--- config.mk ---
export PLATFORM = sky130hd
export DESIGN_NAME = stream_rr_arbiter
export DESIGN_NICKNAME = d
export VERILOG_FILES = /design/src/rtl/stream_rr_arbiter.sv
export SDC_FILE = /design/constraint.sdc
export NUM_CORES = 1
export LEC_CHECK = 0
export ABC_AREA = 1
export BUFFER_PORTS_ARGS = -buffer_cell sky130_fd_sc_hd__buf_2
export CELL_PAD_IN_SITES_DETAIL_PLACEMENT = 0
export CELL_PAD_IN_SITES_GLOBAL_PLACEMENT = 1
export CORE_MARGIN = 1.5
export CORE_UTILIZATION = 25
export CTS_CLUSTER_SIZE = 16
export DETAILED_ROUTE_END_ITERATION = 6
export GPL_ROUTABILITY_DRIVEN = 0
export MAX_ROUTING_LAYER = met4
export PLACE_DENSITY_LB_ADDON = 0.1
export SLEW_MARGIN = 20
export SYNTH_ARGS = -nofsm -noshare
export SYNTH_HDL_FRONTEND = slang
export SYNTH_SLANG_ARGS = --single-unit
--- constraint.sdc ---
create_clock -name clk -period 4.3 [get_ports clk]
set_input_delay 0.215 -clock clk [delete_from_list [all_inputs] [get_ports clk]]
set_output_delay 0.215 -clock clk [all_outputs]
set_load 0.01 [all_outputs]
--- src/rtl/stream_rr_arbiter.sv ---
// stream_rr_arbiter: round-robin, burst-limited arbiter that merges several
// valid/ready requesters onto one registered valid/ready output stream.
module stream_rr_arbiter #(
  parameter int NUM_REQ    = 4,
  parameter int DATA_WIDTH = 8,
  parameter int MAX_BURST  = 4
) (
  input  logic                            clk,
  input  logic                            reset_n,
  input  logic [NUM_REQ-1:0]              req_valid,
  output logic [NUM_REQ-1:0]              req_ready,
  input  logic [NUM_REQ*DATA_WIDTH-1:0]   req_data,
  input  logic [NUM_REQ-1:0]              req_last,
  output logic                            out_valid,
  input  logic                            out_ready,
  output logic [DATA_WIDTH-1:0]           out_data,
  output logic                            out_last,
  output logic [$clog2(NUM_REQ)-1:0]      grant_idx,
  output logic                            busy,
  output logic [15:0]                     beat_count
);

  localparam int         IDX_W     = $clog2(NUM_REQ);
  localparam logic [7:0] BURST_LIM = 8'(MAX_BURST);

  typedef enum logic {S_IDLE, S_GRANT} state_t;

  state_t                  r_state;
  state_t                  w_state_nxt;
  logic [IDX_W-1:0]        r_grant_idx;
  logic [IDX_W-1:0]        r_last_grant;
  logic [7:0]              r_burst_cnt;
  logic [15:0]             r_beat_cnt;
  logic                    r_vld_p1;
  logic [DATA_WIDTH-1:0]   r_data_p1;
  logic                    r_last_p1;

  logic [IDX_W-1:0]        w_start;
  logic [2*NUM_REQ-1:0]    w_req_dbl;
  logic [IDX_W-1:0]        w_off;
  logic [IDX_W:0]          w_sum;
  logic [IDX_W-1:0]        w_arb_idx;
  logic                    w_any_req;
  logic                    w_g_valid;
  logic                    w_g_last;
  logic [DATA_WIDTH-1:0]   w_g_data;
  logic                    w_granted;
  logic                    w_can_load;
  logic                    w_accept;
  logic [7:0]              w_burst_nxt;
  logic                    w_release;

  // Round-robin pick: rotate requests so the search starts after the last grantee
  always_comb begin
    w_start = (r_last_grant == IDX_W'(NUM_REQ - 1)) ? '0 : r_last_grant + 1'b1;
    w_req_dbl = {req_valid, req_valid} >> w_start;
    w_off = '0;
    for (int i = NUM_REQ - 1; i >= 0; i--) begin
      if (w_req_dbl[i]) w_off = IDX_W'(i);
    end
    w_sum = {1'b0, w_start} + {1'b0, w_off};
    if (w_sum >= (IDX_W+1)'(NUM_REQ)) w_arb_idx = IDX_W'(w_sum - (IDX_W+1)'(NUM_REQ));
    else                              w_arb_idx = w_sum[IDX_W-1:0];
    w_any_req = |req_valid;
  end

  // Select the granted requester's valid/last/data; all others are ignored
  always_comb begin
    w_g_valid = 1'b0;
    w_g_last  = 1'b0;
    w_g_data  = '0;
    for (int i = 0; i < NUM_REQ; i++) begin
      if (r_grant_idx == IDX_W'(i)) begin
        w_g_valid = req_valid[i];
        w_g_last  = req_last[i];
        w_g_data  = req_data[i*DATA_WIDTH +: DATA_WIDTH];
      end
    end
  end

  // Handshake decode: output register can take a beat when empty or draining
  always_comb begin
    w_granted   = (r_state == S_GRANT);
    w_can_load  = !r_vld_p1 || out_ready;
    w_accept    = w_granted && w_g_valid && w_can_load;
    w_burst_nxt = r_burst_cnt + 8'd1;
    w_release   = w_granted &&
                  (!w_g_valid || (w_accept && (w_g_last || (w_burst_nxt == BURST_LIM))));
    req_ready   = '0;
    for (int i = 0; i < NUM_REQ; i++) begin
      req_ready[i] = w_granted && w_can_load && (r_grant_idx == IDX_W'(i));
    end
  end

  // Next-state logic: arbitrate in IDLE, hold the grant until a release condition
  always_comb begin
    w_state_nxt = r_state;
    case (r_state)
      S_IDLE:  if (w_any_req) w_state_nxt = S_GRANT;
      S_GRANT: if (w_release) w_state_nxt = S_IDLE;
      default: w_state_nxt = S_IDLE;
    endcase
  end

  // State register
  always_ff @(posedge clk or negedge reset_n) begin
    if (!reset_n) r_state <= S_IDLE;
    else          r_state <= w_state_nxt;
  end

  // Grant bookkeeping: grantee, round-robin pointer and per-grant beat counter
  always_ff @(posedge clk or negedge reset_n) begin
    if (!reset_n) begin
      r_grant_idx  <= '0;
      r_last_grant <= IDX_W'(NUM_REQ - 1);
      r_burst_cnt  <= '0;
    end else begin
      if (r_state == S_IDLE && w_any_req) begin
        r_grant_idx <= w_arb_idx;
        r_burst_cnt <= '0;
      end else if (w_accept) begin
        r_burst_cnt <= w_burst_nxt;
      end
      if (w_release) r_last_grant <= r_grant_idx;
    end
  end

  // ---- stage p1: registered output beat ----
  // Output register: load on accept, clear when drained without a new beat
  always_ff @(posedge clk or negedge reset_n) begin
    if (!reset_n) begin
      r_vld_p1  <= 1'b0;
      r_data_p1 <= '0;
      r_last_p1 <= 1'b0;
    end else if (w_accept) begin
      r_vld_p1  <= 1'b1;
      r_data_p1 <= w_g_data;
      r_last_p1 <= w_g_last;
    end else if (out_ready) begin
      r_vld_p1  <= 1'b0;
    end
  end

  // Running count of accepted beats, wraps at 2^16
  always_ff @(posedge clk or negedge reset_n) begin
    if (!reset_n)      r_beat_cnt <= '0;
    else if (w_accept) r_beat_cnt <= r_beat_cnt + 16'd1;
  end

  assign out_valid  = r_vld_p1;
  assign out_data   = r_data_p1;
  assign out_last   = r_last_p1;
  assign grant_idx  = r_grant_idx;
  assign busy       = w_granted;
  assign beat_count = r_beat_cnt;

endmodule

==> results.json, run 1 <==
{
  "switching_share": 0.4867,
  "post_cts_buffers": 0,
  "met2_length_um": 2843,
  "place_area_sq_um": 2884,
  "grt_max_degree": 40,
  "drive_gt1_frac": 0.2500,
  "clkLatencyLatePin_ns": 0.30,
  "post_drt_wl_per_cell_um": 12.70,
  "drt_iter0_drc": 41,
  "cpPeakStageDelay_ns": 0.86,
  "grt_pass1_wl_um": 10720,
  "maxSlewViolCount": 0,
  "cts_tree": "done",
  "syn_area_per_cell_sq_um": 7.563,
  "synthCells": 316,
  "power.share.clock": 0.136,
  "h-tree-depth": 2,
  "dieHeight_um": 100.8,
  "wl_met1_um": 3358,
  "r2r_slack_ns": 1.79,
  "ys_seq_area_frac": 0.4094,
  "cts_resized": 0,
  "grt_pass1_vias": 2210,
  "ys_ff_latch": 39,
  "cts_root_buf": "clkbuf_8",
  "design_area_sq_um": 2968,
  "drc": 0,
  "status": "finished clean",
  "clk_pin_slew_worst_paths_ns": 0.08,
  "nNetsFinal": 439,
  "timing.setup.tns_ns": 0,
  "rsz0062_at_grt": "no",
  "fin_crit_ns": 2.513,
  "comb_power_share": 0.524,
  "p_leak_nw": 1.564,
  "worst_setup_path_start_kind": "flop",
  "synth_cell_type_count": 33,
  "report.final.hold_viol_count": 0,
  "gr-total-overflow": 0,
  "core_sq_um": 9240,
  "topRoutingLayerUsed": "met4",
  "worst_pin_slew_ns": 0.9008,
  "slew_headroom": 0.3994,
  "vias": 2247,
  "switching_power_mw": 0.9018,
  "crit_path_max_fanout": 36,
  "stdcell_count": 521,
  "finalSetupViolCount": 0,
  "area_delta_synth_final_pct": 24.19,
  "n_antenna_cell": 0,
  "ant_nets": 0,
  "viasPerCell": 4.313,
  "die_w_um": 100.8,
  "post-place-ws_ns": 1.761,
  "ff2ff_path_depth": 8,
  "maxClockFrequency_mhz": 398.0,
  "rows": 35,
  "r2r-start": "grant_idx[0]",
  "postLayoutSetupSlackWorst_ns": 1.787,
  "cts_buffer_depth": 2,
  "finalCritPeriodShare": 0.5843,
  "fin_skew_ns": 0.004757,
  "cts_buffers": 5,
  "io_pins": 76,
  "wirelength_um": 6619,
  "cp.required_ns": 4.48,
  "drt_first_pass_iters": 4,
  "path_cells": "o21ai_0 -> nand3_2 -> nand3_4 -> inv_2 -> nand2_2 -> nor2_4 -> nand3_2 -> xnor2_1",
  "p_seq_frac": 0.340,
  "start_util": 0.2586,
  "worstPathArrival_ns": 2.70,
  "die_area_sq_um": 10150,
  "maxCapViolCount": 0,
  "hp-class": "in2async",
  "slowest_stage": "dfrtp_1",
  "critPathKind": "reg2reg",
  "ir_drop_mv": 0.2722,
  "clock_sinks": 39,
  "fillCellCount": 1052,
  "power.density_nw_per_um2": 624.3,
  "io_buffer_count": 75,
  "syn_nets": 364,
  "hold_buffers": 0,
  "r2r-end": "beat_count[9]",
  "globalRouteTotalUtil": 0.1396,
  "finalPower_mw": 1.853,
  "wl_met3_um": 370,
  "antenna_found_initial": 0,
  "crit_top_cell": "nand3_2",
  "dpl.hpwl_um": 5113,
  "dp_cells": 513,
  "critPathCaptureType": "flop",
  "ys_warn_count": 0,
  "syn_area_sq_um": 2390,
  "p_int_mw": 0.9510
}
[synthesized netlist by cell type]
master | number | area, sq um
nand2_1 | 102 | 382.9
dfrtp_1 | 37 | 925.9
nand3_1 | 37 | 185.2
inv_1 | 30 | 112.6
o21ai_0 | 24 | 120.1
nor2_1 | 14 | 52.55
xor2_1 | 13 | 113.9
xnor2_1 | 6 | 52.55
a21oi_1 | 5 | 25.02
ha_1 | 5 | 62.56
nor4_1 | 5 | 31.28
buf_2 | 4 | 20.02
o22ai_1 | 4 | 25.02
inv_2 | 3 | 11.26
nor3_1 | 3 | 15.01
dfstp_2 | 2 | 52.55
nand2_2 | 2 | 12.51
nand3_2 | 2 | 20.02
nand4_1 | 2 | 12.51
nor2_8 | 2 | 40.04
o21ai_1 | 2 | 10.01
a21boi_0 | 1 | 7.510
buf_1 | 1 | 3.750
buf_4 | 1 | 7.510
buf_6 | 1 | 11.26
mux2i_1 | 1 | 10.01
nand3_4 | 1 | 17.52
nand3b_1 | 1 | 7.510
nor2_2 | 1 | 6.260
nor2_4 | 1 | 11.26
nor3_2 | 1 | 10.01
o211ai_1 | 1 | 7.510
or2_1 | 1 | 6.260
[sequential cells by signal, indices dropped and copies added, names as in the netlist]
name	flops
beat_count	16
out_data	8
r_burst_cnt	8
grant_idx	2
r_last_grant	2
busy	1
out_last	1
out_valid	1
[area by class of cell]
class                   instances  area [sq um]  share of cell area
clock buffers                   5         68.82             0.02319
flip-flops and latches         39         978.4              0.3297
multi-input cells             237          1245              0.4195
well taps                     129         161.4             0.05438
clock inverters                 3         15.01            0.005059
inverters                      33         123.9             0.04174
repair buffers                 75         375.4              0.1265
[power groups by stage]
stage	clock network [mW]	logic [mW]	registers (mW)
finish	0.252	0.971	0.630
global route	0.279	1.12	0.652
CTS	0.265	0.990	0.634
detailed placement	0	0.985	0.640
global placement	0	0.985	0.636
floorplan	0	0.711	0.616
[placed cells by master, fill, tap and decap left out, types with 4 or more instances in the layout]
master	netlist	routed
xnor2_1	6	6
nor4_1	5	5
inv_1	30	30
dfrtp_1	37	37
nand3_1	37	37
o21ai_0	24	24
nor2_1	14	14
o22ai_1	4	4
nand2_1	102	102
ha_1	5	5
xor2_1	13	13
clkbuf_8	0	5
a21oi_1	5	5
buf_2	4	75
[worst max-delay path: cells and delay by family (launching register included)]
kind,cells,cell delay [ns]
and+or+nand+nor,5,0.83
AOI/OAI and AO/OA,1,0.24
xor gates and xnor gates,1,0.12
buffers and inverters,1,0.34
DFF,1,0.86
[routing by layer]
metal,track usage,up-vias
li1,-,1174
met1,0.1887,997
met2,0.2058,71
met3,0.03953,5
met4,0.03467,0
met5,-,-
[per-stage QoR]
stage,utilization,hold WS [ns]
after global placement,0.3121,0.4067
after global routing,0.3212,0.09265
after detailed placement,0.3121,0.4072
final,0.3212,0.03977
after floorplan,-,-0.08059
after CTS,0.3212,0.07498
[how the worst max path moves through the flow]
stage,from,to,slack [ns],depth (start not counted)
floorplan,r_last_grant[0],grant_idx[1],2.58,11
finish,grant_idx[0],beat_count[9],1.79,8
global route,grant_idx[1],beat_count[7],1.52,10
CTS,grant_idx[0],beat_count[9],1.74,8
detailed placement,grant_idx[0],beat_count[9],1.76,8
global placement,grant_idx[0],beat_count[9],1.85,8
[cells by family after synthesis]
family | Yosys count | share of synthesized area
AOI/OAI and AO/OA | 37 | 0.08168
adders and majority gates | 5 | 0.02618
buffers and inverters | 40 | 0.06963
muxes | 1 | 0.004189
and+or+nand+nor | 175 | 0.3393
xor gates and xnor gates | 19 | 0.06963
DFF | 39 | 0.4094
Power figures use the tool's default switching activity.
==> run 2: changes to the inputs <==
==> constraint.sdc (replaced) <==
create_clock -name clk -period 2.5 [get_ports clk]
set_input_delay 0.125 -clock clk [delete_from_list [all_inputs] [get_ports clk]]
set_output_delay 0.125 -clock clk [all_outputs]
set_load 0.01 [all_outputs]
==> results.json, run 2 (synthesis results as in run 1) <==
{
  "grt_max_degree": 40,
  "critPathCaptureType": "flop",
  "crit_top_cell": "nand3_2",
  "ir_drop_mv": 0.4007,
  "cts_buffers": 5,
  "design_area_sq_um": 3053,
  "final_common_cell": "nand2_1",
  "finalSetupViolCount": 0,
  "place_area_sq_um": 2907,
  "cts_resized": 0,
  "area_delta_synth_final_pct": 27.75,
  "gr-total-overflow": 0,
  "post_drt_wl_per_cell_um": 12.11,
  "start_util": 0.2586,
  "r2r-end": "beat_count[9]",
  "dieHeight_um": 100.8,
  "dpl.hpwl_um": 5024,
  "clk_pin_slew_worst_paths_ns": 0.08,
  "ant_nets": 0,
  "nNetsFinal": 443,
  "slew_headroom": 0.4072,
  "core_sq_um": 9240,
  "maxCapViolCount": 0,
  "status": "finished clean",
  "post-place-ws_ns": 0.3253,
  "power.density_nw_per_um2": 1118,
  "drc": 0,
  "antenna_found_initial": 0,
  "fin_crit_ns": 2.154,
  "worst_setup_path_start_kind": "flop",
  "worst_pin_slew_ns": 0.8892,
  "drive_gt1_frac": 0.2551,
  "timing.setup.tns_ns": 0,
  "io_buffer_count": 75,
  "clkLatencyLatePin_ns": 0.30,
  "ff2ff_path_depth": 8,
  "drt_iter0_drc": 36,
  "rows": 35,
  "die_w_um": 100.8,
  "critPathKind": "reg2reg",
  "postLayoutSetupSlackWorst_ns": 0.3461,
  "report.final.hold_viol_count": 0,
  "wirelength_um": 6356,
  "grt_pass1_vias": 2288,
  "cts_tree": "done",
  "r2r_slack_ns": 0.35,
  "r2r-start": "grant_idx[0]",
  "worstPathArrival_ns": 2.33,
  "p_leak_nw": 1.599,
  "cts_root_buf": "clkbuf_8",
  "vias": 2283,
  "h-tree-depth": 2,
  "final_cell_mix": "102 x nand2_1, 75 x buf_2, 37 x nand3_1, 37 x dfrtp_1, 30 x inv_1",
  "min_from": "out_ready",
  "finalCritPeriodShare": 0.8616,
  "hold_end": "out_valid",
  "crit_path_max_fanout": 18,
  "maxSlewViolCount": 0,
  "die_area_sq_um": 10150,
  "fin_skew_ns": 0.007674,
  "whs_path_depth": 2,
  "n_antenna_cell": 0,
  "globalRouteTotalUtil": 0.1387,
  "finalPower_mw": 3.414,
  "cp_num_buf_inv": 1,
  "slowest_stage": "dfrtp_1",
  "grt_pass1_wl_um": 10740,
  "post_cts_buffers": 0,
  "largest_reg_flops": 16,
  "rsz0062_at_grt": "no",
  "path_cells": "o21ai_0 -> nand3_2 -> nand3_4 -> inv_2 -> nand2_2 -> nor2_4 -> nand3_2 -> xnor2_1",
  "maxClockFrequency_mhz": 464.3,
  "hp-class": "in2reg",
  "cp.required_ns": 2.68,
  "critical_path.top_delay_family": "flip-flops",
  "clock_sinks": 39,
  "drt_first_pass_iters": 4,
  "viasPerCell": 4.349,
  "cts_buffer_depth": 2,
  "hold_buffers": 1,
  "io_pins": 76,
  "cpPeakStageDelay_ns": 0.75
}
[run 2: cell count changes in the layout (fill, tap and decap cells not counted), sizes merged]
cell         delta
buf             +3
clkinv          -3
bufinv          +2
clkinvlp        +1
dlygate4sd3     +1
[run 2: area by class of cell]
| class | count | area, sq um |
|---|---|---|
| inverter | 33 | 123.9 |
| clock buffer | 5 | 68.82 |
| timing repair buffer | 79 | 407.9 |
| clock inverter | 3 | 67.56 |
| sequential | 39 | 978.4 |
| fill | 1031 | 6187 |
| tap | 129 | 161.4 |
| multi-input combinational | 237 | 1245 |
[run 2: through the flow]
stage	util	std cells	hold slack, ns
after floorplan	-	316	-0.1706
after global placement	0.3146	516	0.3148
after detailed placement	0.3146	516	0.3193
after CTS	0.3304	525	0.02403
after global routing	0.3304	525	0.01510
final	0.3304	525	0.02920
[run 2: routing by layer]
layer  global-route usage  wire (um)  share of wire  up-vias
li1                     -          -              -     1183
met4              0.04659         91          0.014        0
met5                    -          0              0        -
met3              0.03537        359          0.056        8
met1               0.1845       3115           0.49     1023
met2               0.2048       2790           0.44       69
[run 2: how the worst max path moves through the flow]
stage | from | slack [ns] | depth (start not counted) | end
6_report | grant_idx[0] | 0.35 | 8 | beat_count[9]
5_1_grt | grant_idx[0] | 0.12 | 8 | beat_count[9]
4_1_cts | grant_idx[0] | 0.32 | 8 | beat_count[9]
3_5_place_dp | grant_idx[0] | 0.33 | 8 | beat_count[9]
3_3_place_gp | grant_idx[0] | 0.42 | 8 | beat_count[9]
2_1_floorplan | r_last_grant[0] | 0.78 | 11 | grant_idx[1]
[run 2: power by group]
group	leakage, nW	total [mW]	switching, mW	internal, mW
Clock	0.0644	0.635	0.237	0.398
Sequential	0.503	1.05	0.216	0.836
Combinational	1.03	1.73	1.09	0.641
Total	1.60	3.41	1.54	1.88
[run 2: worst reg2reg max path, cell delays in order (launching register included)]
cell,delay (ns)
dfrtp_1,0.75
o21ai_0,0.23
nand3_2,0.16
nand3_4,0.20
inv_2,0.27
nand2_2,0.12
nor2_4,0.12
nand3_2,0.08
xnor2_1,0.12
==> run 3: changes to the inputs <==
--- a/config.mk
+++ b/config.mk
@@ -16,7 +16,7 @@
 export GPL_ROUTABILITY_DRIVEN = 0
 export MAX_ROUTING_LAYER = met4
 export PLACE_DENSITY_LB_ADDON = 0.1
-export SLEW_MARGIN = 20
+export SLEW_MARGIN = 40
 export SYNTH_ARGS = -nofsm -noshare
 export SYNTH_HDL_FRONTEND = slang
 export SYNTH_SLANG_ARGS = --single-unit
==> constraint.sdc (replaced) <==
create_clock -name clk -period 1.98 [get_ports clk]
set_input_delay 0.099 -clock clk [delete_from_list [all_inputs] [get_ports clk]]
set_output_delay 0.099 -clock clk [all_outputs]
set_load 0.01 [all_outputs]
==> results.json, run 3 (synthesis results as in run 1) <==
{
  "n_antenna_cell": 0,
  "grt_max_degree": 40,
  "switching_share": 0.4597,
  "worst_pin_slew_ns": 0.5262,
  "status": "finished clean",
  "post_drt_wl_per_cell_um": 12.23,
  "cp.required_ns": 2.17,
  "fin_skew_ns": 0.008409,
  "cts_tree": "done",
  "final_cell_mix": "102 x nand2_1, 75 x buf_2, 37 x nand3_1, 36 x dfrtp_1, 29 x inv_1",
  "die_area_sq_um": 10150,
  "switching_power_mw": 2.015,
  "clk_pin_slew_worst_paths_ns": 0.08,
  "maxSlewViolCount": 0,
  "slew_headroom": 0.6492,
  "cts_buffer_depth": 2,
  "drt_iter0_drc": 45,
  "drive_gt1_frac": 0.2822,
  "crit_path_max_fanout": 4,
  "post_cts_buffers": 0,
  "fin_crit_ns": 1.779,
  "ir_drop_mv": 0.4318,
  "p_leak_nw": 1.628,
  "top_usage_layer": "met2",
  "gr-total-overflow": 0,
  "hp-class": "in2reg",
  "cts_root_buf": "clkbuf_8",
  "p_int_mw": 2.368,
  "vias": 2283,
  "io_buffer_count": 75,
  "maxClockFrequency_mhz": 562.1,
  "dieHeight_um": 100.8,
  "power.density_nw_per_um2": 1407,
  "viasPerCell": 4.283,
  "timing.setup.tns_ns": 0,
  "area_delta_synth_final_pct": 30.31,
  "use_met1": 0.1816,
  "critPathCaptureType": "flop",
  "worstPathArrival_ns": 1.97,
  "cts_buffers": 5,
  "start_util": 0.2586,
  "final_util": 0.3370,
  "use_met3": 0.02774,
  "io_pins": 76,
  "drt_first_pass_iters": 4,
  "grt_pass1_vias": 2305,
  "drc": 0,
  "largest_reg_flops": 16,
  "h-tree-depth": 2,
  "p_seq_frac": 0.303,
  "grt_util_met2": 0.2261,
  "antenna_found_initial": 0,
  "globalRouteTotalUtil": 0.1408,
  "clkLatencyLatePin_ns": 0.29,
  "report.final.hold_viol_count": 0,
  "maxCapViolCount": 0,
  "nNetsFinal": 451,
  "critPathKind": "reg2reg",
  "die_w_um": 100.8,
  "core_sq_um": 9240,
  "finalCritPeriodShare": 0.8985,
  "clock_sinks": 39,
  "comb_power_share": 0.540,
  "dpl.hpwl_um": 5112,
  "finalSetupViolCount": 0,
  "worst_setup_path_start_kind": "flop",
  "wirelength_um": 6520,
  "grt_pass1_wl_um": 11000,
  "power.share.clock": 0.157,
  "rows": 35,
  "final_common_cell": "nand2_1",
  "rsz0062_at_grt": "no",
  "ant_nets": 0
}
-- run 3: cell count changes in the layout (fill, tap and decap cells not counted), sizes merged --
cell	delta
bufinv	-1
buf	+7
clkinvlp	-1
clkinv	+2
dlygate4sd3	+1
-- run 3: path summary, 6_finish.rpt --
kind | start | cells after the start | slack [ns] | endpoint
hold reg to reg | out_data[7] | 2 | 0.49 | out_data[7]
max in group asynchronous | reset_n | 3 | 1.19 | grant_idx[1]
min in group asynchronous | reset_n | 3 | 0.40 | r_burst_cnt[4]
setup / recovery | r_last_grant[0] | 12 | 0.20 | grant_idx[1]
setup reg to reg | r_last_grant[0] | 12 | 0.20 | grant_idx[1]
hold / removal | req_data[30] | 3 | 0.1 | out_data[6]
-- run 3: metal layers --
layer | routed length, um | share of wire | up-vias
met5 | 0 | 0 | -
met4 | 70 | 0.011 | 0
met3 | 347 | 0.053 | 6
met2 | 2929 | 0.45 | 72
met1 | 3173 | 0.49 | 1011
li1 | - | - | 1194
-- run 3: per-stage QoR --
step                      hold WS (ns)  setup WS (ns)  std cells  total power, mW  area (sq um)
after floorplan                -0.1966         0.2594        316            2.883          2390
after global placement          0.2041        0.08184        523            3.696          2959
after CTS                      0.09161        0.05830        533            4.389          3092
after detailed placement        0.2060        0.07577        523            3.680          2959
final                          0.09515         0.2009        533            4.383          3114
after global routing           0.08724        0.01025        533            4.847          3114
-- run 3: power groups by stage --
| stage | logic [mW] | clock network, mW | registers [mW] |
|---|---|---|---|
| 5_1_grt | 2.73 | 0.744 | 1.37 |
| 2_1_floorplan | 1.54 | 0 | 1.34 |
| 6_report | 2.37 | 0.688 | 1.33 |
| 3_5_place_dp | 2.35 | 0 | 1.33 |
| 4_1_cts | 2.35 | 0.713 | 1.32 |
| 3_3_place_gp | 2.36 | 0 | 1.33 |
-- run 3: repair_timing --
item	CTS	global route
hold buffers	2	0
gates resized for setup	0	8
setup endpoints to repair	0	5
hold endpoints to repair	38	0
-- run 3: final cells by class --
type                    count  area (sq um)
fillers                  1024          6126
multi-input cells         237          1266
clock inverters             3         43.79
inverters                  33         123.9
well taps                 129         161.4
repair buffers             87         470.5
clock buffers               5         68.82
flip-flops and latches     39         979.7
-- run 3: worst max-delay path, stage by stage, from the launching register on --
cell	delay [ns]
dfstp_2	0.59
ha_4	0.15
inv_1	0.03
nand2_1	0.10
nand2_1	0.09
nand3_1	0.09
nand2_1	0.07
a21boi_2	0.16
ha_2	0.17
inv_1	0.05
nand3_1	0.06
nand3_1	0.08
nand2_1	0.05
